$ cat src/rtl/logic_tile_cluster_if.sv
// rtl/logic_tile_cluster_if.sv - channel, LE enable and serial-configuration signals of one logic tile
interface logic_tile_cluster_if #(
  parameter int WIDTH = 2
) ();
  logic             enable;
  logic [WIDTH-1:0] data_north_in;
  logic [WIDTH-1:0] data_east_in;
  logic [WIDTH-1:0] data_south_in;
  logic [WIDTH-1:0] data_west_in;
  logic [WIDTH-1:0] data_north_out;
  logic [WIDTH-1:0] data_east_out;
  logic [WIDTH-1:0] data_south_out;
  logic [WIDTH-1:0] data_west_out;
  logic             config_in;
  logic             config_valid;
  logic             config_restart;
  logic             config_out;
  logic             config_loaded;
  logic             config_commit;

  modport master (
    output enable, data_north_in, data_east_in, data_south_in, data_west_in,
    output config_in, config_valid, config_restart,
    input  data_north_out, data_east_out, data_south_out, data_west_out,
    input  config_out, config_loaded, config_commit
  );

  modport slave (
    input  enable, data_north_in, data_east_in, data_south_in, data_west_in,
    input  config_in, config_valid, config_restart,
    output data_north_out, data_east_out, data_south_out, data_west_out,
    output config_out, config_loaded, config_commit
  );
endinterface

$ cat src/rtl/logic_tile_cluster.sv
// rtl/logic_tile_cluster.sv - kfpga tile: switchbox plus LUT logic elements, serial shadow/active configuration
// Optional macro LOGIC_TILE_CONFIG_CHAIN_EN drives config_out from the shadow MSB for daisy-chaining.
module logic_tile_cluster #(
  parameter int WIDTH    = 2,
  parameter int LE_COUNT = 1,
  parameter int LUT_SIZE = 2
) (
  input logic                 clock,
  input logic                 reset,
  logic_tile_cluster_if.slave bus
);
  localparam int LUT_BITS = 1 << LUT_SIZE;
  localparam int LE_BITS  = LUT_BITS + 1;
  localparam int NSRC     = 3 * WIDTH + LE_COUNT;
  localparam int SBW      = $clog2(NSRC);
  localparam int LEW      = $clog2(4 * WIDTH);
  localparam int SB_BASE  = LE_COUNT * LE_BITS;
  localparam int LI_BASE  = SB_BASE + 4 * WIDTH * SBW;
  localparam int CFG_BITS = LI_BASE + LE_COUNT * LUT_SIZE * LEW;
  localparam int CNTW     = $clog2(CFG_BITS);
  localparam int SRC_W    = 1 << SBW;
  localparam int LIN_W    = 1 << LEW;

  typedef enum logic [1:0] {EMPTY, LOADING, COMMIT, ACTIVE} state_t;

  state_t                state, state_next, idle_state;
  logic [CNTW-1:0]       cnt, cnt_next;
  logic [CFG_BITS-1:0]   shadow, active;
  logic                  loaded, commit_q, accept;
  logic [LE_COUNT-1:0]   le_ff, lut_out, le_out;
  logic [3:0][WIDTH-1:0] side_in, side_out;
  logic [LIN_W-1:0]      le_src;

  assign accept = bus.config_valid && !bus.config_restart;

  always_comb begin
    state_next = state;
    cnt_next   = cnt;
    idle_state = loaded ? ACTIVE : EMPTY;
    if (bus.config_restart) begin
      cnt_next   = '0;
      state_next = idle_state;
    end else begin
      if (state == COMMIT) state_next = idle_state;
      // a bit arriving during COMMIT already belongs to the next load
      if (accept) begin
        if (cnt == CNTW'(CFG_BITS - 1)) begin
          cnt_next   = '0;
          state_next = COMMIT;
        end else begin
          cnt_next   = cnt + CNTW'(1);
          state_next = LOADING;
        end
      end
    end
  end

  always_ff @(posedge clock) begin
    if (reset) begin
      state    <= EMPTY;
      cnt      <= '0;
      shadow   <= '0;
      active   <= '0;
      loaded   <= 1'b0;
      commit_q <= 1'b0;
      le_ff    <= '0;
    end else begin
      state    <= state_next;
      cnt      <= cnt_next;
      commit_q <= (state == COMMIT);
      if (accept) shadow <= {shadow[CFG_BITS-2:0], bus.config_in};
      if (state == COMMIT) begin
        active <= shadow;
        loaded <= 1'b1;
      end
      if (bus.enable && loaded) le_ff <= lut_out;
    end
  end

  assign side_in = {bus.data_west_in, bus.data_south_in, bus.data_east_in, bus.data_north_in};
  assign le_src  = LIN_W'(side_in);

  for (genvar i = 0; i < LE_COUNT; i++) begin : g_le
    logic [LUT_SIZE-1:0] sel_in;
    logic [LUT_BITS-1:0] lut;
    for (genvar k = 0; k < LUT_SIZE; k++) begin : g_in
      assign sel_in[k] = le_src[active[LI_BASE + (i * LUT_SIZE + k) * LEW +: LEW]];
    end
    assign lut        = active[i * LE_BITS +: LUT_BITS];
    assign lut_out[i] = lut[sel_in];
    assign le_out[i]  = active[i * LE_BITS + LUT_BITS] ? le_ff[i] : lut_out[i];
  end

  // source list per side: the other three sides in N,E,S,W order, then LE outputs, zero-padded
  for (genvar s = 0; s < 4; s++) begin : g_side
    logic [3*WIDTH-1:0] others;
    logic [SRC_W-1:0]   src;
    for (genvar t = 0; t < 4; t++) begin : g_oth
      if (t != s) begin : g_use
        assign others[(t < s ? t : t - 1) * WIDTH +: WIDTH] = side_in[t];
      end
    end
    assign src = SRC_W'({le_out, others});
    for (genvar j = 0; j < WIDTH; j++) begin : g_bit
      assign side_out[s][j] = loaded & src[active[SB_BASE + (s * WIDTH + j) * SBW +: SBW]];
    end
  end

  assign bus.data_north_out = side_out[0];
  assign bus.data_east_out  = side_out[1];
  assign bus.data_south_out = side_out[2];
  assign bus.data_west_out  = side_out[3];
  assign bus.config_loaded  = loaded;
  assign bus.config_commit  = commit_q;

`ifdef LOGIC_TILE_CONFIG_CHAIN_EN
  assign bus.config_out = shadow[CFG_BITS-1];
`else
  assign bus.config_out = 1'b0;
`endif
endmodule

$ cat src/flat_wrapper.sv
// flat-port wrapper written by rule: the top's interface ports become plain ports
module logic_tile_cluster_flat 
#(
  parameter int WIDTH    = 2,
  parameter int LE_COUNT = 1,
  parameter int LUT_SIZE = 2
)
  (clock, reset, bus_enable, bus_data_north_in, bus_data_east_in, bus_data_south_in, bus_data_west_in, bus_config_in, bus_config_valid, bus_config_restart, bus_data_north_out, bus_data_east_out, bus_data_south_out, bus_data_west_out, bus_config_out, bus_config_loaded, bus_config_commit);
  logic_tile_cluster_if #(.WIDTH(WIDTH)) bus_i ();
  input logic clock;
  input logic reset;
  input wire logic [$bits(bus_i.enable)-1:0] bus_enable;
  input wire logic [$bits(bus_i.data_north_in)-1:0] bus_data_north_in;
  input wire logic [$bits(bus_i.data_east_in)-1:0] bus_data_east_in;
  input wire logic [$bits(bus_i.data_south_in)-1:0] bus_data_south_in;
  input wire logic [$bits(bus_i.data_west_in)-1:0] bus_data_west_in;
  input wire logic [$bits(bus_i.config_in)-1:0] bus_config_in;
  input wire logic [$bits(bus_i.config_valid)-1:0] bus_config_valid;
  input wire logic [$bits(bus_i.config_restart)-1:0] bus_config_restart;
  output wire logic [$bits(bus_i.data_north_out)-1:0] bus_data_north_out;
  output wire logic [$bits(bus_i.data_east_out)-1:0] bus_data_east_out;
  output wire logic [$bits(bus_i.data_south_out)-1:0] bus_data_south_out;
  output wire logic [$bits(bus_i.data_west_out)-1:0] bus_data_west_out;
  output wire logic [$bits(bus_i.config_out)-1:0] bus_config_out;
  output wire logic [$bits(bus_i.config_loaded)-1:0] bus_config_loaded;
  output wire logic [$bits(bus_i.config_commit)-1:0] bus_config_commit;
  assign bus_i.enable = bus_enable;
  assign bus_i.data_north_in = bus_data_north_in;
  assign bus_i.data_east_in = bus_data_east_in;
  assign bus_i.data_south_in = bus_data_south_in;
  assign bus_i.data_west_in = bus_data_west_in;
  assign bus_i.config_in = bus_config_in;
  assign bus_i.config_valid = bus_config_valid;
  assign bus_i.config_restart = bus_config_restart;
  assign bus_data_north_out = bus_i.data_north_out;
  assign bus_data_east_out = bus_i.data_east_out;
  assign bus_data_south_out = bus_i.data_south_out;
  assign bus_data_west_out = bus_i.data_west_out;
  assign bus_config_out = bus_i.config_out;
  assign bus_config_loaded = bus_i.config_loaded;
  assign bus_config_commit = bus_i.config_commit;
  logic_tile_cluster #(.WIDTH(WIDTH), .LE_COUNT(LE_COUNT), .LUT_SIZE(LUT_SIZE)) u_core (.clock(clock), .reset(reset), .bus(bus_i));
endmodule
$ cat config.mk
export PLATFORM = sky130hd
export DESIGN_NAME = logic_tile_cluster_flat
export DESIGN_NICKNAME = d
export VERILOG_FILES = /design/src/rtl/logic_tile_cluster_if.sv /design/src/rtl/logic_tile_cluster.sv /design/src/flat_wrapper.sv
export SDC_FILE = /design/constraint.sdc
export NUM_CORES = 1
export LEC_CHECK = 0
export ABC_AREA = 1
export CAP_MARGIN = 25
export CORE_ASPECT_RATIO = 1.25
export CORE_UTILIZATION = 53
export DETAILED_ROUTE_END_ITERATION = 8
export PLACE_DENSITY = 0.79
export SETUP_SLACK_MARGIN = 0.15
export SYNTH_ARGS = -nofsm -noshare
export SYNTH_HDL_FRONTEND = slang
export SYNTH_SLANG_ARGS = --single-unit
export TNS_END_PERCENT = 50
$ cat constraint.sdc
create_clock -name clock -period 1.38 [get_ports clock]
set_input_delay 0.276 -clock clock [delete_from_list [all_inputs] [get_ports clock]]
set_output_delay 0.276 -clock clock [all_outputs]
set_load 0.005 [all_outputs]
* After elaboration in Yosys (flattened, before gate mapping)
Index checks and enable logic that the tools add are counted.
Storage, ports and cells: logic and storage cells 63, input port bits 14, register bits after elaboration 81
Operators by class: order comparisons 11, bitwise operators 8, eq/ne operators 2, reductions and logical operators 5, mux-type cells 29, $add $sub $neg 1
Operators by type and width (number):
- 3-bit by 4-bit less-than comparator with 1-bit output (second input constant) | 10
- 1-bit binary-select mux with 3-bit select | 10
- 1-bit two-way mux | 12
- 2-bit two-way mux | 5
- 1-bit AND | 8
- 6-bit by 1-bit adder with 6-bit output (second input constant) | 1
- 6-bit equality test (second input constant) | 1
- 6-bit two-way mux | 1
- 2-bit by 3-bit less-than comparator with 1-bit output (second input constant) | 1
- 3-bit nonzero test | 1
- 1-bit binary-select mux with 2-bit select | 1
- 2-bit equality test (second input constant) | 1
- 1-bit logical AND | 2
- 2-bit OR reduction | 1
- 1-bit logical NOT | 1

* Depth between registers and ports, before layout
Gate-level depths: netlist of the first run.
depth after elaboration 8, gate-level depth with buffers 12, mapped depth without buffers 12

* Worst setup path after synthesis of the first run
No wires, ideal clock.
kind register -> output, start point reg u_core.active[29], end point out bus_data_east_out[1], buffers on the path 0, slack -0.084 ns, arrival time 1.188 ns, cell stages (with the launch flop) 12, data required time 1.104 ns, path through dfxtp_1 inv_1 nand2_1 nand3_1 nand3_2 nand2_1 nand2_1 nand3_2 nand2_2 nand2_4 nand3_1 a21oi_1
On the way: word-level cells in the longest chain between the ends 8
RTL lines:
- from (decl) | line logic_tile_cluster.sv:28 | logic [CFG_BITS-1:0] shadow, active;
- from (signal assigned) | line logic_tile_cluster.sv:73 | active <= shadow;
- 1-bit binary-select mux with 3-bit select | line logic_tile_cluster.sv:87 | assign sel_in[k] = le_src[active[LI_BASE + (i * LUT_SIZE + k) * LEW +: LEW]];
- 1-bit two-way mux (implied by the code) | line logic_tile_cluster.sv:87
- 1-bit binary-select mux with 2-bit select | line logic_tile_cluster.sv:90 | assign lut_out[i] = lut[sel_in];
- 1-bit two-way mux (implied by the code) | line logic_tile_cluster.sv:90
- 1-bit two-way mux | line logic_tile_cluster.sv:91 | assign le_out[i] = active[i * LE_BITS + LUT_BITS] ? le_ff[i] : lut_out[i];
- 1-bit binary-select mux with 3-bit select | line logic_tile_cluster.sv:105 | assign side_out[s][j] = loaded & src[active[SB_BASE + (s * WIDTH + j) * SBW +: SBW]];
- 1-bit two-way mux (implied by the code) | line logic_tile_cluster.sv:105
- 1-bit AND | line logic_tile_cluster.sv:105
- to (decl) | line flat_wrapper.sv:21 | output wire logic [$bits(bus_i.data_east_out)-1:0] bus_data_east_out;
Every way passes these cells. The select of a mux whose other input is x is not followed.

* Worst setup path after layout of the first run
start point reg u_core.active[29], end point out bus_data_south_out[1]
On the way: word-level cells in the longest chain between the ends 8
RTL lines:
- 1-bit binary-select mux with 3-bit select | line logic_tile_cluster.sv:87
- 1-bit two-way mux (implied by the code) | line logic_tile_cluster.sv:87
- 1-bit binary-select mux with 2-bit select | line logic_tile_cluster.sv:90
- 1-bit two-way mux (implied by the code) | line logic_tile_cluster.sv:90
- 1-bit two-way mux | line logic_tile_cluster.sv:91
- 1-bit binary-select mux with 3-bit select | line logic_tile_cluster.sv:105
- 1-bit two-way mux (implied by the code) | line logic_tile_cluster.sv:105
- 1-bit AND | line logic_tile_cluster.sv:105
- to (decl) | line flat_wrapper.sv:22 | output wire logic [$bits(bus_i.data_south_out)-1:0] bus_data_south_out;
Every way passes these cells. The select of a mux whose other input is x is not followed.

==> impl_metrics.prom, run 1 <==
# TYPE chip_impl_metric gauge
chip_impl_info{name="critPathKind",value="reg -> out"} 1
chip_impl_metric{name="final_antenna_net_count",unit=""} 0
chip_impl_metric{name="cts_sinks",unit=""} 81
chip_impl_metric{name="synth-warning-count",unit=""} 0
chip_impl_metric{name="pin_count",unit=""} 25
chip_impl_metric{name="largest_buffer_count_on_any_clock_path",unit=""} 2
chip_impl_metric{name="grt_max_degree",unit=""} 37
chip_impl_metric{name="synth_sequential_area_ratio",unit=""} 0.442
chip_impl_metric{name="report.final.slew_viol_count",unit=""} 0
chip_impl_metric{name="syn-mean-instance-area",unit="um^2"} 7.04
chip_impl_metric{name="antenna_cells_inserted",unit=""} 0
chip_impl_metric{name="synth_largest_type_area_fraction",unit=""} 0.442
chip_impl_metric{name="place.gp.congestion",unit=""} 0.873
chip_impl_metric{name="grt_antenna_before_repair",unit=""} 0
chip_impl_metric{name="place.detailed.instances",unit=""} 669
chip_impl_info{name="failed_checks",value="setup timing"} 1
chip_impl_info{name="hold_class",value="in -> reg"} 1
chip_impl_metric{name="achievable-frequency",unit="MHz"} 448
chip_impl_metric{name="design.core.area",unit="um^2"} 6610
chip_impl_metric{name="final-setup-viol-count",unit=""} 8
chip_impl_metric{name="h_tree_depth",unit=""} 3
chip_impl_metric{name="period_minus_ws_final",unit="ns"} 2.23
chip_impl_metric{name="grt_pass1_wl",unit="mm"} 15.5
chip_impl_info{name="final_common_cell",value="sky130_fd_sc_hd__nor2_1"} 1
chip_impl_metric{name="vias",unit=""} 3709
chip_impl_metric{name="ctsHoldBuffers",unit=""} 0
chip_impl_metric{name="number_of_cells_in_the_finished_layout_apart_from_fillers",unit=""} 696
chip_impl_metric{name="final_core_util",unit=""} 0.743
chip_impl_info{name="grt_setup_unrepaired",value="true"} 1
chip_impl_info{name="worst_hold_startpoint",value="bus_config_restart"} 1
chip_impl_metric{name="grt_pass1_vias",unit=""} 3524
chip_impl_info{name="tritoncts",value="built"} 1
chip_impl_metric{name="finalWorstSetupSlack",unit="ns"} -0.854
chip_impl_metric{name="number_of_detailed_routing_iterations_run_before_antenna_repair",unit=""} 5
chip_impl_info{name="r2r_path_start",value="u_core.cnt[0]"} 1
chip_impl_metric{name="detailedRoute.firstIterationViolations",unit=""} 235
chip_impl_metric{name="detailedPlacementHpwl",unit="mm"} 6.25
chip_impl_metric{name="max_stage_delay",unit="ns"} 0.38
chip_impl_metric{name="vias_per_cell",unit=""} 5.33
chip_impl_metric{name="final.fill_count",unit=""} 499
chip_impl_metric{name="fp-row-count",unit=""} 33
chip_impl_metric{name="nNetsFinal",unit=""} 620
chip_impl_metric{name="multi_input_comb_area",unit="um^2"} 1870
chip_impl_metric{name="globalRouteTotalUtil",unit=""} 0.270
chip_impl_metric{name="design_power_total",unit="mW"} 4.81
chip_impl_metric{name="area_growth_syn_to_layout",unit="%"} 33.8
chip_impl_info{name="ys_top_cells_by_area",value="sky130_fd_sc_hd__dfxtp_1 (44%), sky130_fd_sc_hd__o21ai_0 (14%), sky130_fd_sc_hd__nor2_1 (11%)"} 1
chip_impl_metric{name="critical_path_peak_fanout",unit=""} 5
chip_impl_metric{name="number_of_storage_elements_in_the_synthesis_netlist",unit=""} 81
chip_impl_metric{name="netlist-cell-type-count",unit=""} 28
chip_impl_metric{name="drive_above_1_share",unit=""} 0.264
chip_impl_metric{name="power_density",unit="nW/um^2"} 980
chip_impl_metric{name="number_of_instances_in_the_synthesized_netlist",unit=""} 521
chip_impl_info{name="crit_path_cell_trace",value="inv_6 > nand2_2 > nand3_4 > nand3_4 > nand2_4 > nand2_1 > nand3_2 > nand2_2 > nand2_4 > buf_6 > buf_6 > nand3_2 > a21oi_2 > buf_2"} 1
chip_impl_metric{name="clk_transition_reported_paths",unit="ns"} 0.08
chip_impl_info{name="end_kind",value="primary output"} 1
chip_impl_metric{name="fp.dieArea",unit="um^2"} 7260
chip_impl_metric{name="clock_insertion_delay_worst_skew",unit="ns"} 0.36
chip_impl_metric{name="synthesis.nets",unit=""} 537
chip_impl_info{name="clock-root-buffer",value="sky130_fd_sc_hd__clkbuf_8"} 1
chip_impl_info{name="status",value="finished with violations"} 1
chip_impl_info{name="final_cell_mix",value="sky130_fd_sc_hd__nor2_1 (101), sky130_fd_sc_hd__o21ai_0 (86), sky130_fd_sc_hd__dfxtp_1 (75)"} 1
chip_impl_metric{name="wire_per_inst",unit="um"} 13.5
chip_impl_metric{name="finalCritPeriodShare",unit=""} 1.62
chip_impl_metric{name="max-vdd-ir-drop",unit="uV"} 696
chip_impl_metric{name="drt_drc_violations_left",unit=""} 0
chip_impl_metric{name="p_leak",unit="nW"} 2.08
chip_impl_metric{name="grt_remaining_overflow",unit=""} 0
chip_impl_metric{name="netlist_area",unit="um^2"} 3670
chip_impl_metric{name="crit_arrival",unit="ns"} 1.96
chip_impl_metric{name="clock-skew-final",unit="ns"} 0.00680
chip_impl_info{name="cell_with_the_largest_stage_delay_on_the_worst_path",value="sky130_fd_sc_hd__dfxtp_4"} 1
chip_impl_metric{name="final-hold-violation-count",unit=""} 0
chip_impl_metric{name="wirelength",unit="mm"} 9.43
chip_impl_info{name="netlist.top_cell.by_area",value="sky130_fd_sc_hd__dfxtp_1"} 1
chip_impl_info{name="setup.worst_path.start",value="u_core.active[29]"} 1
chip_impl_metric{name="worstPathRequired",unit="ns"} 1.10
chip_impl_info{name="start_kind",value="flop"} 1
chip_impl_metric{name="port_buffers",unit=""} 23
chip_impl_metric{name="die_height",unit="um"} 95.0
chip_impl_metric{name="cts-buffers-inserted",unit=""} 9
chip_impl_metric{name="die_x",unit="um"} 76.4
chip_impl_metric{name="drv_cap",unit=""} 0
chip_impl_metric{name="ff_latch_area",unit="um^2"} 1640
chip_impl_metric{name="initial_core_util",unit=""} 0.555
-- what timing repair did --
| action | 4_1_cts | 5_1_grt |
|---|---|---|
| gates resized for setup | 76 | 42 |
| setup buffers | 9 | 2 |
| pin swaps | 17 | 21 |
| hold endpoints to repair | 0 | 0 |
| setup endpoints to repair | 21 | 61 |
-- sequential cells by signal, summed over array words and instances (netlist names) --
register,count
u_core.active,35
u_core.shadow,35
u_core.cnt,6
u_core.state,2
u_core.bus.config_commit,1
u_core.bus.config_loaded,1
u_core.le_ff,1
-- cells by family (layout without fill, tap and decap cells) --
kind of cell | count (synthesis) | after routing | synth area share
other | 1 | 1 | 0.00102
XOR/XNOR | 2 | 2 | 0.00477
AND/OR/NAND/NOR | 181 | 181 | 0.210
AO/OA/AOI/OAI | 171 | 171 | 0.241
flip-flops | 81 | 81 | 0.442
adder cells (fa/ha/maj) | 2 | 2 | 0.00682
buffers and inverters | 83 | 171 | 0.0951
-- per-stage QoR --
step           setup WS [ns]  hold slack, ns  TNS [ns]  instance area, um^2
2_1_floorplan        -0.0780           0.345    -0.601                 3700
3_3_place_gp           -1.14           0.451    -15.12                 4450
3_5_place_dp           -1.24           0.453    -18.26                 4450
4_1_cts               -0.866           0.433     -6.53                 4790
5_1_grt               -0.972           0.417     -7.50                 4910
6_report              -0.854           0.417     -6.55                 4910
-- metal layers --
layer | vias up | GRT usage | routed length [um] | part of all wire
met5 | - | 0 | 0 | 0
met4 | 0 | 0.131 | 235 | 0.025
met3 | 22 | 0.0402 | 352 | 0.037
met2 | 106 | 0.503 | 4840 | 0.51
met1 | 1704 | 0.301 | 4000 | 0.42
li1 | 1877 | - | - | -
-- synth_stat cells, drive strengths merged --
master,n
inv,55
xor2,1
conb,1
dfxtp,81
nor3b,1
o22ai,1
xnor2,1
o21a,1
clkbuf,17
o21ai,100
buf,11
nand4,1
o211ai,8
nor4,1
nor2,104
or2,1
ha,2
a21oi,61
nand3,23
nand2,48
nor3,2
-- worst max-delay path, delay by kind of cell (launching register included) --
kind / cells / cell delay [ns]
simple gates: 9 / 0.71
compound gates: 1 / 0.12
flops: 1 / 0.38
buf+inv: 4 / 0.39
-- final timing paths --
| check | end | slack (ns) | cells past startpoint |
|---|---|---|---|
| setup / recovery | bus_data_south_out[1] | -0.85 | 14 |
| hold / removal | u_core.state[1] | 0.42 | 5 |
| setup reg to reg | u_core.state[0] | 0.15 | 7 |
| hold reg to reg | u_core.state[1] | 0.49 | 2 |
-- report_power, final --
group | switching (mW) | internal (mW) | leakage, nW | total [mW]
registers | 0.0470 | 2.40 | 0.663 | 2.44
logic | 0.231 | 0.176 | 1.31 | 0.406
clock network | 0.887 | 1.07 | 0.113 | 1.96
-- area by class of cell --
cell class / instances / area share
Multi-Input combinational cell: 357 / 0.380
Timing Repair Buffer: 100 / 0.174
Inverter: 55 / 0.0441
Clock buffer: 10 / 0.0280
Tap cell: 87 / 0.0222
Clock inverter: 6 / 0.0184
Sequential cell: 81 / 0.333
No activity file was read; power rests on OpenSTA's default activity.
==> run 2: changes to the inputs <==
CORE_UTILIZATION = 57   (was 53)
DONT_BUFFER_PORTS = 1   (was unset)
PLACE_DENSITY = 0.78   (was 0.79)
==> run 2 against run 1 <==
Compared with the run above:
- the flow still finishes with violations (setup timing)
- clock power fell by 15%
- combinational power shrank 28%
- critical endpoint is now bus_data_west_out[1]
- critical path depth is 4 lower
- highest routed layer unchanged
==> impl_metrics.prom, run 2 (same netlist as run 1, synthesis figures left out) <==
# TYPE chip_impl_metric gauge
chip_impl_metric{name="whs",unit="ns"} 0.0563
chip_impl_metric{name="period_minus_ws_final",unit="ns"} 2.02
chip_impl_metric{name="pin_count",unit=""} 25
chip_impl_metric{name="grt_pass1_vias",unit=""} 3112
chip_impl_info{name="final_cell_mix",value="sky130_fd_sc_hd__nor2_1 (102), sky130_fd_sc_hd__o21ai_0 (87), sky130_fd_sc_hd__dfxtp_1 (75)"} 1
chip_impl_metric{name="drt_drc_violations_left",unit=""} 0
chip_impl_metric{name="worst_case_reg_to_reg_path_depth",unit=""} 10
chip_impl_metric{name="drv_cap",unit=""} 0
chip_impl_metric{name="largest_buffer_count_on_any_clock_path",unit=""} 2
chip_impl_metric{name="final_instance_area",unit="um^2"} 4210
chip_impl_metric{name="grt_pass1_wl",unit="mm"} 13.9
chip_impl_metric{name="fp.dieArea",unit="um^2"} 6760
chip_impl_info{name="largestRegisters",value="u_core.active x35, u_core.shadow x35, u_core.cnt x6"} 1
chip_impl_info{name="setup.worst_path.end",value="bus_data_west_out[1]"} 1
chip_impl_metric{name="number_of_detailed_routing_iterations_run_before_antenna_repair",unit=""} 6
chip_impl_metric{name="achievable-frequency",unit="MHz"} 496
chip_impl_metric{name="worst_setup_slack_post_dpl",unit="ns"} -0.271
chip_impl_metric{name="area_growth_syn_to_layout",unit="%"} 14.8
chip_impl_metric{name="met2RoutedLength",unit="mm"} 4.31
chip_impl_metric{name="final-hold-violation-count",unit=""} 0
chip_impl_info{name="end_kind",value="primary output"} 1
chip_impl_metric{name="clock-skew-final",unit="ns"} 0.00591
chip_impl_metric{name="vias_per_cell",unit=""} 5.50
chip_impl_info{name="worstReg2RegEnd",value="u_core.le_ff"} 1
chip_impl_metric{name="p_leak",unit="nW"} 1.65
chip_impl_metric{name="wirelength",unit="mm"} 8.62
chip_impl_metric{name="cts_sinks",unit=""} 81
chip_impl_metric{name="final_antenna_net_count",unit=""} 0
chip_impl_metric{name="detailedPlacementHpwl",unit="mm"} 5.53
chip_impl_info{name="top_layer",value="met4"} 1
chip_impl_metric{name="finalWorstSetupSlack",unit="ns"} -0.637
chip_impl_info{name="grt_setup_unrepaired",value="true"} 1
chip_impl_metric{name="critical_path_peak_fanout",unit=""} 8
chip_impl_metric{name="report.final.slew_viol_count",unit=""} 0
chip_impl_metric{name="drive_above_1_share",unit=""} 0.179
chip_impl_metric{name="finalCritPeriodShare",unit=""} 1.46
chip_impl_metric{name="fin_setup_tns",unit="ns"} -4.95
chip_impl_metric{name="multi_input_comb_area",unit="um^2"} 1860
chip_impl_metric{name="vias",unit=""} 3394
chip_impl_info{name="hold_class",value="in -> reg"} 1
chip_impl_info{name="final_common_cell",value="sky130_fd_sc_hd__nor2_1"} 1
chip_impl_metric{name="antenna_cells_inserted",unit=""} 0
chip_impl_metric{name="detailedRoute.firstIterationViolations",unit=""} 232
chip_impl_info{name="critPathKind",value="reg -> out"} 1
chip_impl_metric{name="die_x",unit="um"} 73.8
chip_impl_metric{name="crit_arrival",unit="ns"} 1.74
chip_impl_info{name="r2r_path_start",value="u_core.active[29]"} 1
chip_impl_metric{name="met1Wirelength",unit="mm"} 3.59
chip_impl_info{name="status",value="finished with violations"} 1
chip_impl_metric{name="fp-row-count",unit=""} 32
chip_impl_metric{name="clk_transition_reported_paths",unit="ns"} 0.07
chip_impl_metric{name="design.core.area",unit="um^2"} 6210
chip_impl_metric{name="wire_per_inst",unit="um"} 14.0
chip_impl_metric{name="cts-buffers-inserted",unit=""} 9
chip_impl_metric{name="power_density",unit="nW/um^2"} 1040
chip_impl_info{name="tritoncts",value="built"} 1
chip_impl_metric{name="globalRouteTotalUtil",unit=""} 0.267
chip_impl_metric{name="detailed_place.area",unit="um^2"} 3840
chip_impl_metric{name="port_buffers",unit=""} 0
chip_impl_metric{name="final.fill_count",unit=""} 532
chip_impl_info{name="setup.worst_path.start",value="u_core.active[29]"} 1
chip_impl_metric{name="final-setup-viol-count",unit=""} 8
chip_impl_metric{name="clock_insertion_delay_worst_skew",unit="ns"} 0.36
chip_impl_metric{name="wl_met3",unit="um"} 469
chip_impl_metric{name="grt_remaining_overflow",unit=""} 0
chip_impl_metric{name="r2r_setup_slack",unit="ns"} 0.02
chip_impl_metric{name="worstPathRequired",unit="ns"} 1.10
chip_impl_info{name="start_kind",value="flop"} 1
chip_impl_metric{name="grt_antenna_before_repair",unit=""} 0
chip_impl_metric{name="grt_max_degree",unit=""} 72
chip_impl_metric{name="initial_core_util",unit=""} 0.591
chip_impl_metric{name="die_height",unit="um"} 91.7
chip_impl_info{name="clock-root-buffer",value="sky130_fd_sc_hd__clkbuf_8"} 1
chip_impl_metric{name="place.gp.congestion",unit=""} 0.880
chip_impl_metric{name="h_tree_depth",unit=""} 3
chip_impl_metric{name="ff_latch_area",unit="um^2"} 1640
chip_impl_metric{name="nNetsFinal",unit=""} 543
chip_impl_metric{name="max-vdd-ir-drop",unit="uV"} 729
chip_impl_info{name="failed_checks",value="setup timing"} 1
==> run 2: cell count changes in the layout (fill, tap and decap cells not counted), sizes merged, moves of 2 or more <==
cell	before	now
dlymetal6s2s	2	0
dlygate4sd2	9	0
buf	86	22
clkdlybuf4s50	3	0
==> run 2: metrics by stage <==
step	total power, mW	instances	utilization
3_5_place_dp	2.77	598	0.619
6_report	4.39	617	0.679
4_1_cts	4.42	617	0.663
3_3_place_gp	2.76	598	0.619
5_1_grt	4.59	617	0.679
2_1_floorplan	2.71	521	-
==> run 2: what timing repair did <==
item                                    4_1_cts  5_1_grt
endpoints found under the setup margin       14       31
gates resized for setup                      24       37
pin swaps                                    12       19
buffers inserted                              2        0
endpoints found under the hold margin         4        0
hold buffers                                  1        0
==> run 2: per-layer routing <==
layer / vias to the layer above / GRT usage
met1: 1554 / 0.313
li1: 1715 / -
met2: 102 / 0.451
met3: 23 / 0.0758
met5: - / 0
met4: 0 / 0.107
==> run 2: cell type report <==
type                    instances  share of cell area
multi-input cells             357               0.441
flip-flops and latches         81               0.388
inverters                      55              0.0508
repair buffers                 23              0.0502
clock buffers                  11              0.0312
well taps                      85              0.0252
clock inverters                 5              0.0134
==> run 2: power by group <==
part / internal, mW / switching [mW]
registers: 2.40 / 0.0458
logic: 0.109 / 0.184
clock network: 0.833 / 0.824
==> run 2: how the worst min path moves through the flow <==
| stage | from | endpoint | slack [ns] | cells past startpoint |
|---|---|---|---|---|
| 2_1_floorplan | reset | u_core.bus.config_loaded | 0.35 | 1 |
| 5_1_grt | bus_config_in | u_core.shadow[0] | 0.09 | 2 |
| 3_5_place_dp | reset | u_core.state[0] | 0.35 | 1 |
| 6_report | bus_config_in | u_core.shadow[0] | 0.06 | 2 |
| 3_3_place_gp | reset | u_core.bus.config_loaded | 0.35 | 1 |
| 4_1_cts | bus_config_in | u_core.shadow[0] | 0.05 | 2 |
==> run 2: critical path, cell delays in order, from the launching register on <==
cell,delay (ns)
sky130_fd_sc_hd__dfxtp_4,0.39
sky130_fd_sc_hd__nand2_1,0.10
sky130_fd_sc_hd__nand3_2,0.09
sky130_fd_sc_hd__nand3_2,0.09
sky130_fd_sc_hd__nand2_2,0.09
sky130_fd_sc_hd__nand2_1,0.06
sky130_fd_sc_hd__nand3_2,0.06
sky130_fd_sc_hd__nand2_2,0.07
sky130_fd_sc_hd__nand2_4,0.16
sky130_fd_sc_hd__nand3_2,0.09
sky130_fd_sc_hd__a21oi_2,0.18
==> run 3: changes to the inputs <==
CORE_UTILIZATION = 59   (was 57)
CTS_BUF_LIST = sky130_fd_sc_hd__clkbuf_4 sky130_fd_sc_hd__clkbuf_8   (was unset)
PLACE_DENSITY = 0.81   (was 0.78)
==> run 3 against run 2 <==
Compared with the run above:
- the run still ends with setup timing left
- hold slack better by 0.0014 ns
- flip-flop and latch count stayed put
- critical path depth rose by 1
- die area is 3.3% lower
- critical path type unchanged
- largest cell class unchanged
==> impl_metrics.prom, run 3 (same netlist as run 1, synthesis figures left out) <==
# TYPE chip_impl_metric gauge
chip_impl_info{name="status",value="finished with violations"} 1
chip_impl_info{name="failed_checks",value="setup timing"} 1
chip_impl_metric{name="design_power_total",unit="mW"} 4.46
chip_impl_info{name="final_cell_mix",value="sky130_fd_sc_hd__nor2_1 (102), sky130_fd_sc_hd__o21ai_0 (94), sky130_fd_sc_hd__dfxtp_1 (76)"} 1
chip_impl_metric{name="cts_sinks",unit=""} 81
chip_impl_metric{name="globalRouteTotalUtil",unit=""} 0.264
chip_impl_metric{name="place.gp.congestion",unit=""} 0.938
chip_impl_metric{name="clk_transition_reported_paths",unit="ns"} 0.08
chip_impl_info{name="end_kind",value="primary output"} 1
chip_impl_metric{name="grt_pass1_vias",unit=""} 3128
chip_impl_info{name="largestRegisters",value="u_core.active x35, u_core.shadow x35, u_core.cnt x6"} 1
chip_impl_metric{name="whs",unit="ns"} 0.0577
chip_impl_metric{name="detailedPlacementHpwl",unit="mm"} 5.58
chip_impl_metric{name="final-setup-viol-count",unit=""} 8
chip_impl_metric{name="drt_drc_violations_left",unit=""} 0
chip_impl_metric{name="power_density",unit="nW/um^2"} 1050
chip_impl_metric{name="largest_buffer_count_on_any_clock_path",unit=""} 2
chip_impl_info{name="hold_class",value="in -> reg"} 1
chip_impl_metric{name="die_x",unit="um"} 72.5
chip_impl_metric{name="pin_count",unit=""} 25
chip_impl_metric{name="max_stage_delay",unit="ns"} 0.37
chip_impl_metric{name="wirelength",unit="mm"} 8.46
chip_impl_metric{name="grt_antenna_before_repair",unit=""} 0
chip_impl_metric{name="clock-skew-final",unit="ns"} 0.00794
chip_impl_metric{name="drive_above_1_share",unit=""} 0.182
chip_impl_metric{name="area_growth_syn_to_layout",unit="%"} 15.6
chip_impl_metric{name="wire_per_inst",unit="um"} 13.7
chip_impl_metric{name="fp-row-count",unit=""} 31
chip_impl_metric{name="h_tree_depth",unit=""} 3
chip_impl_metric{name="vias",unit=""} 3478
chip_impl_metric{name="number_of_cells_in_the_finished_layout_apart_from_fillers",unit=""} 615
chip_impl_metric{name="drv_cap",unit=""} 0
chip_impl_metric{name="report.final.slew_viol_count",unit=""} 0
chip_impl_info{name="final_common_cell",value="sky130_fd_sc_hd__nor2_1"} 1
chip_impl_info{name="start_kind",value="flop"} 1
chip_impl_metric{name="period_minus_ws_final",unit="ns"} 2.00
chip_impl_metric{name="clock_insertion_delay_worst_skew",unit="ns"} 0.36
chip_impl_metric{name="finalWorstSetupSlack",unit="ns"} -0.621
chip_impl_metric{name="max-vdd-ir-drop",unit="uV"} 733
chip_impl_metric{name="p_leak",unit="nW"} 1.67
chip_impl_info{name="critical-path-top-delay-family",value="simple AND/OR/NAND/NOR gates"} 1
chip_impl_metric{name="critical_path.n_buffers_inverters",unit=""} 1
chip_impl_metric{name="design.core.area",unit="um^2"} 5900
chip_impl_metric{name="fin_setup_tns",unit="ns"} -4.89
chip_impl_info{name="cell_with_the_largest_stage_delay_on_the_worst_path",value="sky130_fd_sc_hd__dfxtp_4"} 1
chip_impl_metric{name="grt_pass1_wl",unit="mm"} 13.5
chip_impl_metric{name="number_of_detailed_routing_iterations_run_before_antenna_repair",unit=""} 5
chip_impl_info{name="critPathKind",value="reg -> out"} 1
chip_impl_metric{name="worst_setup_slack_post_dpl",unit="ns"} -0.263
chip_impl_metric{name="cts-buffers-inserted",unit=""} 9
chip_impl_info{name="clock-root-buffer",value="sky130_fd_sc_hd__clkbuf_8"} 1
chip_impl_metric{name="grt_max_degree",unit=""} 42
chip_impl_metric{name="final.fill_count",unit=""} 488
chip_impl_metric{name="crit_arrival",unit="ns"} 1.73
chip_impl_metric{name="place.detailed.instances",unit=""} 595
chip_impl_metric{name="finalCritPeriodShare",unit=""} 1.45
chip_impl_metric{name="vias_per_cell",unit=""} 5.66
chip_impl_metric{name="final_antenna_net_count",unit=""} 0
chip_impl_info{name="tritoncts",value="built"} 1
chip_impl_info{name="grt_setup_unrepaired",value="true"} 1
chip_impl_metric{name="fp.dieArea",unit="um^2"} 6540
chip_impl_metric{name="achievable-frequency",unit="MHz"} 500
chip_impl_metric{name="final-hold-violation-count",unit=""} 0
chip_impl_info{name="crit_path_cell_trace",value="inv_4 > nand2_1 > nand3_2 > nand3_4 > nand2_4 > nand2_2 > nand3_2 > nand2_2 > nand2_4 > nand3_1 > a21oi_2"} 1
chip_impl_metric{name="detailedRoute.firstIterationViolations",unit=""} 322
chip_impl_metric{name="nNetsFinal",unit=""} 544
chip_impl_metric{name="critical_path_peak_fanout",unit=""} 8
chip_impl_metric{name="die_height",unit="um"} 90.2
chip_impl_metric{name="antenna_cells_inserted",unit=""} 0
chip_impl_metric{name="port_buffers",unit=""} 0
chip_impl_metric{name="initial_core_util",unit=""} 0.622
chip_impl_metric{name="grt_remaining_overflow",unit=""} 0
chip_impl_metric{name="worstPathRequired",unit="ns"} 1.10
run 3: changes by cell type in the layout (fill, tap and decap cells not counted), sizes merged:
cell | previous run | this run
clkinvlp | 1 | 2
clkinv | 3 | 2
buf | 22 | 23
run 3: final cells by class:
cell class,count,area [um^2],area share
clock buffer,11,145,0.0342
timing repair buffer,24,208,0.0490
multi-input combinational,357,1880,0.444
inverter,55,214,0.0504
tap,82,103,0.0242
sequential,81,1640,0.386
clock inverter,5,55.1,0.0130
run 3: power by group:
| part | switching (mW) | internal [mW] |
|---|---|---|
| Sequential | 0.0459 | 2.40 |
| Clock | 0.824 | 0.898 |
| Combinational | 0.187 | 0.109 |
| Total | 1.06 | 3.40 |
run 3: timing repair:
| action | in CTS | in global routing |
|---|---|---|
| endpoints found under the hold margin | 4 | 0 |
| resized for setup | 10 | 43 |
| setup endpoints to repair | 15 | 39 |
| pin swaps | 8 | 21 |
| hold buffers | 1 | 0 |
| buffers inserted | 2 | 1 |
run 3: layer usage:
metal | track usage | share of wire | vias to the layer above
met1 | 0.314 | 0.43 | 1632
met3 | 0.0437 | 0.056 | 19
li1 | - | - | 1716
met5 | 0 | 0 | -
met4 | 0.129 | 0.018 | 0
met2 | 0.450 | 0.50 | 111
run 3: through the flow:
stage | util | area [um^2]
detailed placement | 0.651 | 3840
finish | 0.719 | 4240
floorplan | - | 3700
global placement | 0.651 | 3840
global route | 0.719 | 4240
CTS | 0.694 | 4090
run 3: worst reg2reg max path: stages, from the launching register on:
cell,delay (ns)
sky130_fd_sc_hd__dfxtp_4,0.37
sky130_fd_sc_hd__inv_4,0.07
sky130_fd_sc_hd__nand2_1,0.06
sky130_fd_sc_hd__nand3_2,0.08
sky130_fd_sc_hd__nand3_4,0.10
sky130_fd_sc_hd__nand2_4,0.09
sky130_fd_sc_hd__nand2_2,0.05
sky130_fd_sc_hd__nand3_2,0.06
sky130_fd_sc_hd__nand2_2,0.08
sky130_fd_sc_hd__buf_4,0.13
sky130_fd_sc_hd__buf_4,0.12
sky130_fd_sc_hd__a21oi_2,0.09
run 3: final timing paths:
path                                 to  depth (start not counted)         startpoint  slack, ns
setup / recovery  bus_data_south_out[0]                         11  u_core.active[29]      -0.62
hold / removal         u_core.shadow[0]                          2      bus_config_in       0.06
setup reg to reg           u_core.le_ff                         11  u_core.active[29]          0
hold reg to reg       u_core.active[16]                          2  u_core.active[16]       0.49
